[src/rtl/ebike_pb_pkg.sv]
// Shared types for the ebike handlebar push-button front end.
// State encoding of the debounce FSM.
package ebike_pb_pkg;

    typedef enum logic [1:0] {
        IDLE,
        PRESS_WAIT,
        PRESSED,
        REL_WAIT
    } pb_state_t;

endpackage

[src/rtl/pb_sync.sv]
// Two-flop synchronizer for asynchronous handlebar inputs.
// RST_VAL sets the level both flops take during reset.
module pb_sync #(
    parameter logic RST_VAL = 1'b0
) (
    input  logic clk,
    input  logic rst_n,
    input  logic d,
    output logic q
);

    logic s1;
    logic s2;

    always_ff @(posedge clk or negedge rst_n) begin
        if (!rst_n) begin
            s1 <= RST_VAL;
            s2 <= RST_VAL;
        end else begin
            s1 <= d;
            s2 <= s1;
        end
    end

    assign q = s2;

endmodule

[src/rtl/pb_debounce.sv]
// Mode push-button debouncer: sync, counter FSM, press pulse.
// Define LONG_PRESS_EN to enable the one-shot long_press output.
module pb_debounce
    import ebike_pb_pkg::*;
#(
    parameter int unsigned DB_CYCLES   = 50000,
    parameter int unsigned LONG_CYCLES = 100000000,
    parameter bit          PB_ACT_LOW  = 1'b1
) (
    input  logic clk,
    input  logic rst_n,
    input  logic PB_raw,
    output logic tgglMd,
    output logic press_pulse,
    output logic long_press
);

    localparam int DBW = $clog2(DB_CYCLES + 1);
    localparam logic [DBW-1:0] DB_LAST = DBW'(DB_CYCLES - 1);
    localparam logic [DBW-1:0] DB_ONE  = DBW'(1);

    logic pb_q;
    logic pb_s;

    pb_sync #(
        .RST_VAL (PB_ACT_LOW)
    ) u_sync (
        .clk   (clk),
        .rst_n (rst_n),
        .d     (PB_raw),
        .q     (pb_q)
    );

    assign pb_s = PB_ACT_LOW ? ~pb_q : pb_q;

    pb_state_t      state_q, state_d;
    logic [DBW-1:0] db_cnt_q, db_cnt_d;
    logic           tggl_q, tggl_d;
    logic           pulse_q, pulse_d;

    always_ff @(posedge clk or negedge rst_n) begin
        if (!rst_n) begin
            state_q  <= IDLE;
            db_cnt_q <= '0;
            tggl_q   <= 1'b0;
            pulse_q  <= 1'b0;
        end else begin
            state_q  <= state_d;
            db_cnt_q <= db_cnt_d;
            tggl_q   <= tggl_d;
            pulse_q  <= pulse_d;
        end
    end

    always_comb begin
        state_d  = state_q;
        db_cnt_d = db_cnt_q;
        tggl_d   = tggl_q;
        pulse_d  = 1'b0;
        unique case (state_q)
            IDLE: begin
                tggl_d = 1'b0;
                if (pb_s) begin
                    state_d  = PRESS_WAIT;
                    db_cnt_d = DB_ONE;
                end
            end
            PRESS_WAIT: begin
                if (!pb_s) begin
                    state_d  = IDLE;
                    db_cnt_d = '0;
                end else if (db_cnt_q == DB_LAST) begin
                    state_d  = PRESSED;
                    db_cnt_d = '0;
                    tggl_d   = 1'b1;
                    pulse_d  = 1'b1;
                end else begin
                    db_cnt_d = db_cnt_q + DB_ONE;
                end
            end
            PRESSED: begin
                tggl_d = 1'b1;
                if (!pb_s) begin
                    state_d  = REL_WAIT;
                    db_cnt_d = DB_ONE;
                end
            end
            REL_WAIT: begin
                // release bounce returns to PRESSED without a new pulse
                if (pb_s) begin
                    state_d  = PRESSED;
                    db_cnt_d = '0;
                end else if (db_cnt_q == DB_LAST) begin
                    state_d  = IDLE;
                    db_cnt_d = '0;
                    tggl_d   = 1'b0;
                end else begin
                    db_cnt_d = db_cnt_q + DB_ONE;
                end
            end
            default: begin
                state_d  = IDLE;
                db_cnt_d = '0;
                tggl_d   = 1'b0;
            end
        endcase
    end

    assign tgglMd      = tggl_q;
    assign press_pulse = pulse_q;

`ifdef LONG_PRESS_EN
    localparam int LPW = $clog2(LONG_CYCLES + 1);
    localparam logic [LPW-1:0] LP_LAST = LPW'(LONG_CYCLES - 1);
    localparam logic [LPW-1:0] LP_PRE  = LPW'(LONG_CYCLES - 2);
    localparam logic [LPW-1:0] LP_ONE  = LPW'(1);

    logic [LPW-1:0] lp_cnt_q, lp_cnt_d;
    logic           long_q, long_d;

    always_ff @(posedge clk or negedge rst_n) begin
        if (!rst_n) begin
            lp_cnt_q <= '0;
            long_q   <= 1'b0;
        end else begin
            lp_cnt_q <= lp_cnt_d;
            long_q   <= long_d;
        end
    end

    // saturation at LP_LAST keeps it to one pulse per press
    always_comb begin
        lp_cnt_d = lp_cnt_q;
        long_d   = 1'b0;
        if (state_q == PRESSED && lp_cnt_q != LP_LAST) begin
            lp_cnt_d = lp_cnt_q + LP_ONE;
            long_d   = (lp_cnt_q == LP_PRE);
        end
        if (state_q == REL_WAIT && state_d == IDLE) begin
            lp_cnt_d = '0;
        end
    end

    assign long_press = long_q;
`else
    assign long_press = 1'b0;
`endif

endmodule

[config.mk]
export PLATFORM = sky130hd
export DESIGN_NAME = pb_debounce
export DESIGN_NICKNAME = d
export VERILOG_FILES = /design/src/rtl/ebike_pb_pkg.sv /design/src/rtl/pb_sync.sv /design/src/rtl/pb_debounce.sv
export SDC_FILE = /design/constraint.sdc
export NUM_CORES = 1
export LEC_CHECK = 0
export CORE_ASPECT_RATIO = 1.2
export CORE_MARGIN = 1
export CORE_UTILIZATION = 56
export CTS_CLUSTER_DIAMETER = 150
export CTS_CLUSTER_SIZE = 28
export DETAILED_ROUTE_END_ITERATION = 8
export HOLD_SLACK_MARGIN = 0.03
export PLACE_DENSITY = 0.78
export SETUP_SLACK_MARGIN = 0.4
export SLEW_MARGIN = 10
export SYNTH_ARGS = -nofsm -noshare
export SYNTH_HDL_FRONTEND = slang
export SYNTH_SLANG_ARGS = --single-unit
[constraint.sdc]
create_clock -name clk -period 6.02 [get_ports clk]
set_clock_uncertainty 0.15 [all_clocks]
set_input_delay 0.903 -clock clk [delete_from_list [all_inputs] [get_ports clk]]
set_output_delay 0.903 -clock clk [all_outputs]
set_load 0.01 [all_outputs]
==> flow_summary.yaml, run 1 <==
yosys:
  syn-instance-count: 127
  synth_flop_cell: "dfrtp_1"
  netlist.area_leader.share: 0.3949
  ys_seq_area_frac: 0.4363
  ys_seq_elements: 22
  ys_top_cells_by_area: "dfrtp_1, ha_1, xnor2_1"
  syn_nets: 135
  syn_avg_cell_area_um2: 9.980
  synth-warning-count: 0
  yosysTopAreaCell: "dfrtp_1"
  netlist_area_um2: 1267
  synthTopCellsByCount: "dfrtp_1, nor2_1, nand2_1, inv_1, xnor2_1"
  yosysUniqueCellTypes: 33
  yosysMostFrequentCell: "dfrtp_1"
  synth_edf_count: 0
  async_flop_share: 1.000
sta:
  setup_viol: 0
  fin_ws_ps: 3612
  tns_ps: 0
  min_period_over_period: 0.4000
  finalMaxSlewViolations: 0
  finalCriticalPeriod_ps: 2408
  fmax_mhz: 415.3
  finalHoldViolCount: 0
  worstMarginPinSlew_ps: 972.8
  rsz0062_at_grt: "no"
  worst_slew_margin_rel: 0.3494
  whs_ps: 214.7
cells_and_area:
  multi_input_area_um2: 624.3
  drive_gt1_frac: 0.09302
  diodes: 0
  n_fill_cell: 167
  seq_area_um2: 553.0
  post-route-util: 0.6290
  nets: 138
  syn_to_final_growth_pct: 3.948
setup_path:
  cp-start-kind: "register"
  r2r_cells: 6
  setup.worst_path.end_class: "register"
  critPathArrivalTime_ps: 2490
  critPathRequiredTime_ps: 6100
  r2r-start: "state_q[0]"
  crit_fanout: 18
  crit_type: "register to register"
  r2r_end: "db_cnt_q[15]"
  r2r_slack_ps: 3610
power:
  p_switching_w: 0.0001742
  combPwrFrac: 0.418
  powerDensity_nw_per_um2: 344.5
  clkPwrFrac: 0.175
  seq_power_share: 0.407
  leakagePower_nw: 0.5130
  p_sw_frac: 0.3838
  internal-power_w: 0.0002797
  vdd_drop_max_v: 0.0003105
clock_tree:
  h-tree-depth: 1
  cts_buffers: 3
  clock_sinks: 22
  cts_hold_buf: 0
  cts_resized: 0
  insertion_delay_ps: 300
  cts_root_buf: "clkbuf_4"
  clk_pin_slew_ps: 120
  post-cts-setup-buffers: 0
  tritoncts: "done"
  cts_max_path_buffers: 2
floorplanning:
  start_util: 0.6051
  die-area_um2: 2458
  rows: 18
  io-pin-count: 6
  fp.coreArea_um2: 2095
  die_w_um: 45.43
  die_y_um: 54.12
place:
  numPortBuffers: 4
  pre_cts_ws_ps: 3626
  dp_hpwl_um: 1647
  gp_congestion: 0.8301
worst_hold_path:
  hold_path_end: "u_sync.q"
  min_path_type: "register to register"
  min-delay-start: "u_sync.s1"
  hold_depth: 0
job:
  cap_viol_max_count: 0
routing:
  avgViaCountPerCell: 5.887
  vias: 936
  routed_wl_um: 2254
  avgRoutedWirePerCell_um: 14.18
  dr.first_iter.drc_count: 30
  remaining_drc_errors: 0
  ant_nets: 0
  dr.pass1.iters: 4
global_routing:
  grt_pass1_wl_um: 3864
  grt_max_degree: 23
  gr-total-overflow: 0
  grt_pass1_vias: 882
  grt_usage: 0.2189
  antenna_found_initial: 0
run_status:
  status: "finished clean"
==> layout make-up <==
cell class | count | area share
Inverter | 7 | 0.01994
Timing Repair Buffer | 4 | 0.03039
Tap cell | 30 | 0.02849
Sequential cell | 22 | 0.4198
Clock buffer | 4 | 0.02754
Multi-Input combinational cell | 92 | 0.4739
==> worst max path at each step <==
stage	start	end	slack (ps)	depth (start not counted)
after floorplan	db_cnt_q[11]	register	3780	6
after global placement	db_cnt_q[4]	state_q[0]	3660	4
after detailed placement	state_q[0]	db_cnt_q[15]	3630	6
after CTS	state_q[0]	db_cnt_q[15]	3600	6
after global routing	state_q[0]	db_cnt_q[15]	3450	6
final	state_q[0]	db_cnt_q[15]	3610	6
==> power by group through the flow <==
stage / combinational [W] / clock, W / sequential [W]
floorplan: 0.000163 / 0 / 0.000186
global placement: 0.000182 / 0 / 0.000188
detailed placement: 0.000188 / 0 / 0.000189
CTS: 0.000189 / 0.0000827 / 0.000186
global route: 0.000212 / 0.0000901 / 0.000188
finish: 0.000190 / 0.0000795 / 0.000185
==> critical path: stages, from the launching register on <==
cell and delay (ps):
dfrtp_1 390, inv_1 100, ha_1 240, mux2_4 380
or4_1 590, or3_1 330, a21oi_1 150
==> through the flow <==
step	cells	total power, W	cell area (um2)
finish	159	0.0004539	1318
global route	159	0.0004906	1318
CTS	159	0.0004573	1318
detailed placement	155	0.0003767	1281
global placement	155	0.0003697	1281
floorplan	127	0.0003483	1267
==> routing by layer <==
metal,part of all wire,up-vias,GRT usage,wire (um)
li1,-,458,-,-
met1,0.46,448,0.2942,1043
met2,0.48,28,0.3476,1089
met3,0.041,2,0.03020,93
met4,0.012,0,0.09596,27
met5,0,-,0,0
==> cells by family (layout without fill, tap and decap cells) <==
family / after synthesis / count (layout) / synth area share
adder cells (fa/ha/maj): 5 / 5 / 0.04936
AO/OA/AOI/OAI: 21 / 21 / 0.1145
other: 1 / 1 / 0.002959
AND/OR/NAND/NOR: 51 / 51 / 0.2182
multiplexers: 7 / 7 / 0.05923
buffers and inverters: 13 / 15 / 0.07108
flip-flops: 22 / 22 / 0.4363
XOR/XNOR: 7 / 7 / 0.04837
==> state kept, by name (all words and copies together) (netlist names), named ones only <==
signal,flops
db_cnt_q,16
press_pulse,1
state_q,1
tgglMd,1
u_sync.q,1
u_sync.s1,1
==> cell usage in the layout (no fill, tap or decap) <==
cell type / Yosys / routed
mux2_4: 1 / 1
nand2_1: 8 / 8
conb_1: 1 / 1
a31oi_1: 4 / 4
o22ai_1: 1 / 1
nand3_1: 4 / 4
a21oi_4: 1 / 1
nand3b_1: 1 / 1
o31ai_1: 1 / 1
or4_1: 1 / 1
a221o_1: 1 / 1
nand4b_1: 1 / 1
nand2b_1: 2 / 2
dfstp_2: 2 / 2
a41oi_1: 1 / 1
nor2_1: 13 / 13
nor4_1: 5 / 5
o21ai_0: 5 / 5
ha_1: 5 / 5
clkdlybuf4s50_1: 0 / 4
a21oi_1: 5 / 5
nor3_1: 4 / 4
xnor2_1: 7 / 7
dfrtp_1: 20 / 20
clkbuf_8: 0 / 1
or4_4: 2 / 2
inv_1: 7 / 7
a211oi_2: 1 / 1
clkbuf_4: 0 / 3
or3_1: 4 / 4
a31o_2: 1 / 1
nand4_1: 5 / 5
or4bb_1: 1 / 1
mux2i_1: 6 / 6
(Power assumes the default switching activity.)
==> inputs of run 2 (changes only) <==
CORE_UTILIZATION = 53   (was 56)
PLACE_DENSITY = 0.77   (was 0.78)
clock period = 2.05 ns   (was 6.02 ns; I/O delays follow)
==> run 2 against run 1 <==
Compared with the run above: the flow now finishes with violations (setup timing); wire length up 32%; worst setup slack worse by 3800 ps; sequential power rose to 2.9 times the previous value; global-route usage rose by 3.4 points; combinational power grew to 4.6 times the previous value; count of clock-buffer cells in the layout unchanged; clock power grew to 3.1 times the previous value; final area is 21% higher; critical path type unchanged; utilization is 6.7 points higher; register-to-register slack worse by 3800 ps.
==> flow_summary.yaml, run 2 (synthesis gave the netlist of run 1 again) <==
run_status:
  status: "finished, violations left"
  violations: "setup timing"
sta:
  min_period_over_period: 1.092
  finalCriticalPeriod_ps: 2238
  tns_ps: -2892
  finalMaxSlewViolations: 0
  fin_ws_ps: -188.2
  setup_viol: 19
  fmax_mhz: 446.8
  rsz0062_at_grt: "yes"
  finalHoldViolCount: 0
power:
  leakagePower_nw: 0.6661
  powerDensity_nw_per_um2: 1038
  vdd_drop_max_v: 0.0008778
routing:
  ant_nets: 0
  wl_met2_um: 1584
  maxUsedRoutingLayer: "met4"
  vias: 1107
  avgRoutedWirePerCell_um: 15.96
  dr.pass1.iters: 4
  wirelength_met1_um: 1197
  route.met3.wl_um: 111
  remaining_drc_errors: 0
  avgViaCountPerCell: 5.952
  routed_wl_um: 2968
  dr.first_iter.drc_count: 56
clock_tree:
  clock_sinks: 22
  h-tree-depth: 1
  insertion_delay_ps: 310
  cts_buffers: 3
  clk_pin_slew_ps: 120
  cts_root_buf: "clkbuf_4"
  tritoncts: "done"
  cts_max_path_buffers: 2
cells_and_area:
  final_cell_mix: "buf_4, dfrtp_1, nor2_1"
  diodes: 0
  final_cell_area_um2: 1588
  n_fill_cell: 173
  largest_reg_flops: 16
  top_register: "db_cnt_q"
  drive_gt1_frac: 0.3226
  layout_commonest_cell: "buf_4"
  post-route-util: 0.6957
  nets: 164
  syn_to_final_growth_pct: 25.27
  final-instance-count-excl-fill: 186
floorplanning:
  die_y_um: 55.57
  die_w_um: 46.64
  die-area_um2: 2592
  start_util: 0.5554
  fp.coreArea_um2: 2282
  io-pin-count: 6
  rows: 19
setup_path:
  r2r-start: "db_cnt_q[13]"
  setup.worst_path.end_class: "register"
  critPathMaxStageDelay_ps: 600
  critPathArrivalTime_ps: 2300
  critPathLaunch: "db_cnt_q[13]"
  crit_fanout: 8
  path_buf_inv: 1
  path_cells: "or4bb_1 > or4_4 > a21oi_4 > buf_12 > nor3_2"
  crit_path_top_delay_cell: "or4_4"
  critPathTopFamily: "simple AND/OR/NAND/NOR gates"
  cp-start-kind: "register"
  critPathRequiredTime_ps: 2110
  crit_type: "register to register"
global_routing:
  gr-total-overflow: 0
  grt_pass1_wl_um: 4740
  grt_max_degree: 23
  grt_pass1_vias: 1076
  antenna_found_initial: 0
  grt_usage: 0.2527
worst_hold_path:
  min_path_type: "primary input to asynchronous set/reset pin"
job:
  cap_viol_max_count: 0
place:
  gp_congestion: 0.7817
  pre_cts_ws_ps: -124.9
  placed_area_um2: 1479
  placed_cells: 179
  numPortBuffers: 4
  dp_hpwl_um: 2051
==> run 2: changes by cell type in the layout (fill, tap and decap cells not counted), sizes merged <==
cell | before | now
dlygate4sd2 | 0 | 1
clkdlybuf4s50 | 4 | 2
dlymetal6s2s | 0 | 1
buf | 0 | 26
==> run 2: worst register-to-register path, cell delays in order, from the launching register on <==
cell and delay (ps):
dfrtp_1 410, or4bb_1 550, or4_4 600, a21oi_4 220
buf_12 170, nor3_2 40
==> run 2: cell type report <==
cell class	count	area [um2]	area share
Timing Repair Buffer	30	249.0	0.1568
Multi-Input combinational cell	92	684.4	0.4310
Clock buffer	4	36.28	0.02285
Sequential cell	22	553.0	0.3483
Inverter	7	26.28	0.01655
Tap cell	31	38.79	0.02443
==> run 2: routing by layer <==
layer	vias to the layer above	GRT usage
li1	511	-
met1	548	0.3074
met2	40	0.4167
met3	8	0.03247
met4	0	0.1306
met5	-	0
==> run 2: what timing repair did <==
item,4_1_cts,5_1_grt
pin swaps,2,2
setup buffers,2,1
resized for setup,7,6
gates cloned,0,0
hold buffers,0,0
endpoints found under the setup margin,21,21
==> run 2: path summary, 6_finish.rpt <==
check,end,slack (ps),cells past startpoint
hold reg to reg,u_sync.q,220,0
setup reg to reg,db_cnt_q[14],-190,5
hold / removal,db_cnt_q[5],200,2
max in group asynchronous,u_sync.s1,1270,2
setup / recovery,db_cnt_q[14],-190,5
min in group clk,u_sync.q,220,0
==> run 2: where the power goes <==
part           leakage (nW)  total [W]  switching (W)  internal, W
logic                 0.354   0.000866       0.000457     0.000409
clock network        0.0210   0.000247       0.000138     0.000109
registers             0.291   0.000536      0.0000437     0.000492
total                 0.666    0.00165       0.000639      0.00101
==> run 2: through the flow <==
step	power, W	hold slack, ps
after global routing	0.001745	221.2
after global placement	0.001296	199.1
after floorplan	0.001039	-138.1
after detailed placement	0.001336	200.4
after CTS	0.001603	211.0
final	0.001649	203.6
==> inputs of run 3 (changes only) <==
SETUP_SLACK_MARGIN = unset   (was 0.4)
==> run 3 against run 2 <==
Compared with the run above: flip-flop and latch count is the same; total power shrank 2.8%; utilization shrank 2.1 points; first-iteration DRC count shrank 52%; sequential power is essentially flat; worst setup slack gained 37 ps; highest routed layer unchanged; via count shrank 6.8%; the run still ends with setup timing left; hold slack lost 24 ps.
==> flow_summary.yaml, run 3 (synthesis gave the netlist of run 1 again) <==
run_status:
  status: "finished, violations left"
  violations: "setup timing"
setup_path:
  critPathRequiredTime_ps: 2160
  path_buf_inv: 0
  critPathTopFamily: "simple AND/OR/NAND/NOR gates"
  setup.worst_path.end_class: "register"
  crit_path_top_delay_cell: "or4_4"
  critical_path.most_common_cell: "or4_4"
  crit_type: "register to register"
  crit_fanout: 5
  critPathMaxStageDelay_ps: 580
  path_cells: "or4_4 > or4_4 > a21oi_4 > mux2i_1"
  critPathArrivalTime_ps: 2310
  cp-start-kind: "register"
floorplanning:
  start_util: 0.5554
  die_y_um: 55.57
  die_w_um: 46.64
  fp.coreArea_um2: 2282
  rows: 19
  io-pin-count: 6
  die-area_um2: 2592
cells_and_area:
  n_fill_cell: 186
  syn_to_final_growth_pct: 21.42
  final_cell_area_um2: 1539
  layout_commonest_cell: "buf_4"
  final_cell_mix: "buf_4, dfrtp_1, nor2_1"
  top_register: "db_cnt_q"
  drive_gt1_frac: 0.3026
  nets: 161
  largest_reg_flops: 16
  diodes: 0
routing:
  avgViaCountPerCell: 5.639
  ant_nets: 0
  maxUsedRoutingLayer: "met4"
  dr.first_iter.drc_count: 27
  route.met3.wl_um: 71
  remaining_drc_errors: 0
  wirelength_met1_um: 1154
  dr.pass1.iters: 4
  routed_wl_um: 2689
  avgRoutedWirePerCell_um: 14.69
  wl_met2_um: 1401
  vias: 1032
global_routing:
  grt_usage: 0.2592
  antenna_found_initial: 0
  grt_pass1_vias: 1076
  grt_max_degree: 23
  gr-total-overflow: 0
  grt_pass1_wl_um: 4864
power:
  p_sw_frac: 0.3810
  leakagePower_nw: 0.6281
  seq_power_share: 0.334
  powerDensity_nw_per_um2: 1041
  vdd_drop_max_v: 0.0008494
  p_switching_w: 0.0006105
  clkPwrFrac: 0.160
  internal-power_w: 0.0009917
  combPwrFrac: 0.505
clock_tree:
  cts_root_buf: "clkbuf_4"
  clock_sinks: 22
  clk_pin_slew_ps: 130
  insertion_delay_ps: 330
  cts_hold_buf: 0
  cts_max_path_buffers: 2
  h-tree-depth: 1
  tritoncts: "done"
  cts_buffers: 3
sta:
  min_period_over_period: 1.074
  finalHoldViolCount: 0
  setup_viol: 19
  fin_ws_ps: -150.9
  whs_ps: 180.1
  rsz0062_at_grt: "yes"
  finalMaxSlewViolations: 0
  finalCriticalPeriod_ps: 2201
  fmax_mhz: 454.4
job:
  cap_viol_max_count: 0
place:
  numPortBuffers: 4
  placed_area_um2: 1471
  pre_cts_ws_ps: -148.7
  gp_congestion: 0.8566
  dp_hpwl_um: 1974
worst_hold_path:
  min_path_type: "primary input to asynchronous set/reset pin"
[run 3: changes by cell type in the layout (fill, tap and decap cells not counted)]
cell / change
nor2_2: +2
dlygate4sd2_1: -1
o21ai_1: -1
buf_4: -3
dlymetal6s2s_1: -1
clkdlybuf4s50_1: +2
nor2_4: -2
a31oi_1: +1
a31oi_4: -1
o21ai_0: +1
[run 3: per-layer routing]
layer | GRT usage | vias to the layer above
li1 | - | 511
met1 | 0.3384 | 501
met2 | 0.4266 | 15
met3 | 0.01948 | 5
met4 | 0.1102 | 0
met5 | 0 | -
[run 3: power groups by stage]
stage	clock network, W	registers, W	logic [W]
final	0.000257	0.000536	0.000810
after global routing	0.000267	0.000543	0.000901
after CTS	0.000252	0.000536	0.000811
after detailed placement	0	0.000547	0.000773
after global placement	0	0.000541	0.000739
after floorplan	0	0.000547	0.000489
[run 3: cell type report]
type	instances	area, um2	area share
clock buffers	4	36.28	0.02358
inverters	7	26.28	0.01707
multi-input cells	92	659.4	0.4285
flip-flops and latches	22	553.0	0.3593
well taps	31	38.79	0.02520
repair buffers	27	225.2	0.1463
[run 3: timing repair]
item / 4_1_cts / 5_1_grt
setup buffers: 1 / 0
pin swaps: 2 / 2
resized for setup: 7 / 1
endpoints found under the setup margin: 18 / 19
[run 3: worst paths after layout]
kind,slack [ps],endpoint,cells past startpoint,start
min reg2reg,220,u_sync.q,0,u_sync.s1
max,-150,state_q[0],4,db_cnt_q[4]
min in group clk,220,u_sync.q,0,u_sync.s1
min,180,db_cnt_q[0],2,rst_n
max in group asynchronous,1290,u_sync.q,2,rst_n
max reg2reg,-150,state_q[0],4,db_cnt_q[4]
[run 3: metrics by stage]
stage | setup TNS [ps] | total power, W | utilization | cells
detailed placement | -1527 | 0.001320 | 0.6447 | 178
finish | -2191 | 0.001602 | 0.6743 | 183
floorplan | -1770 | 0.001036 | - | 127
global placement | -975.8 | 0.001280 | 0.6447 | 178
CTS | -1794 | 0.001599 | 0.6743 | 183
global route | -3337 | 0.001711 | 0.6743 | 183
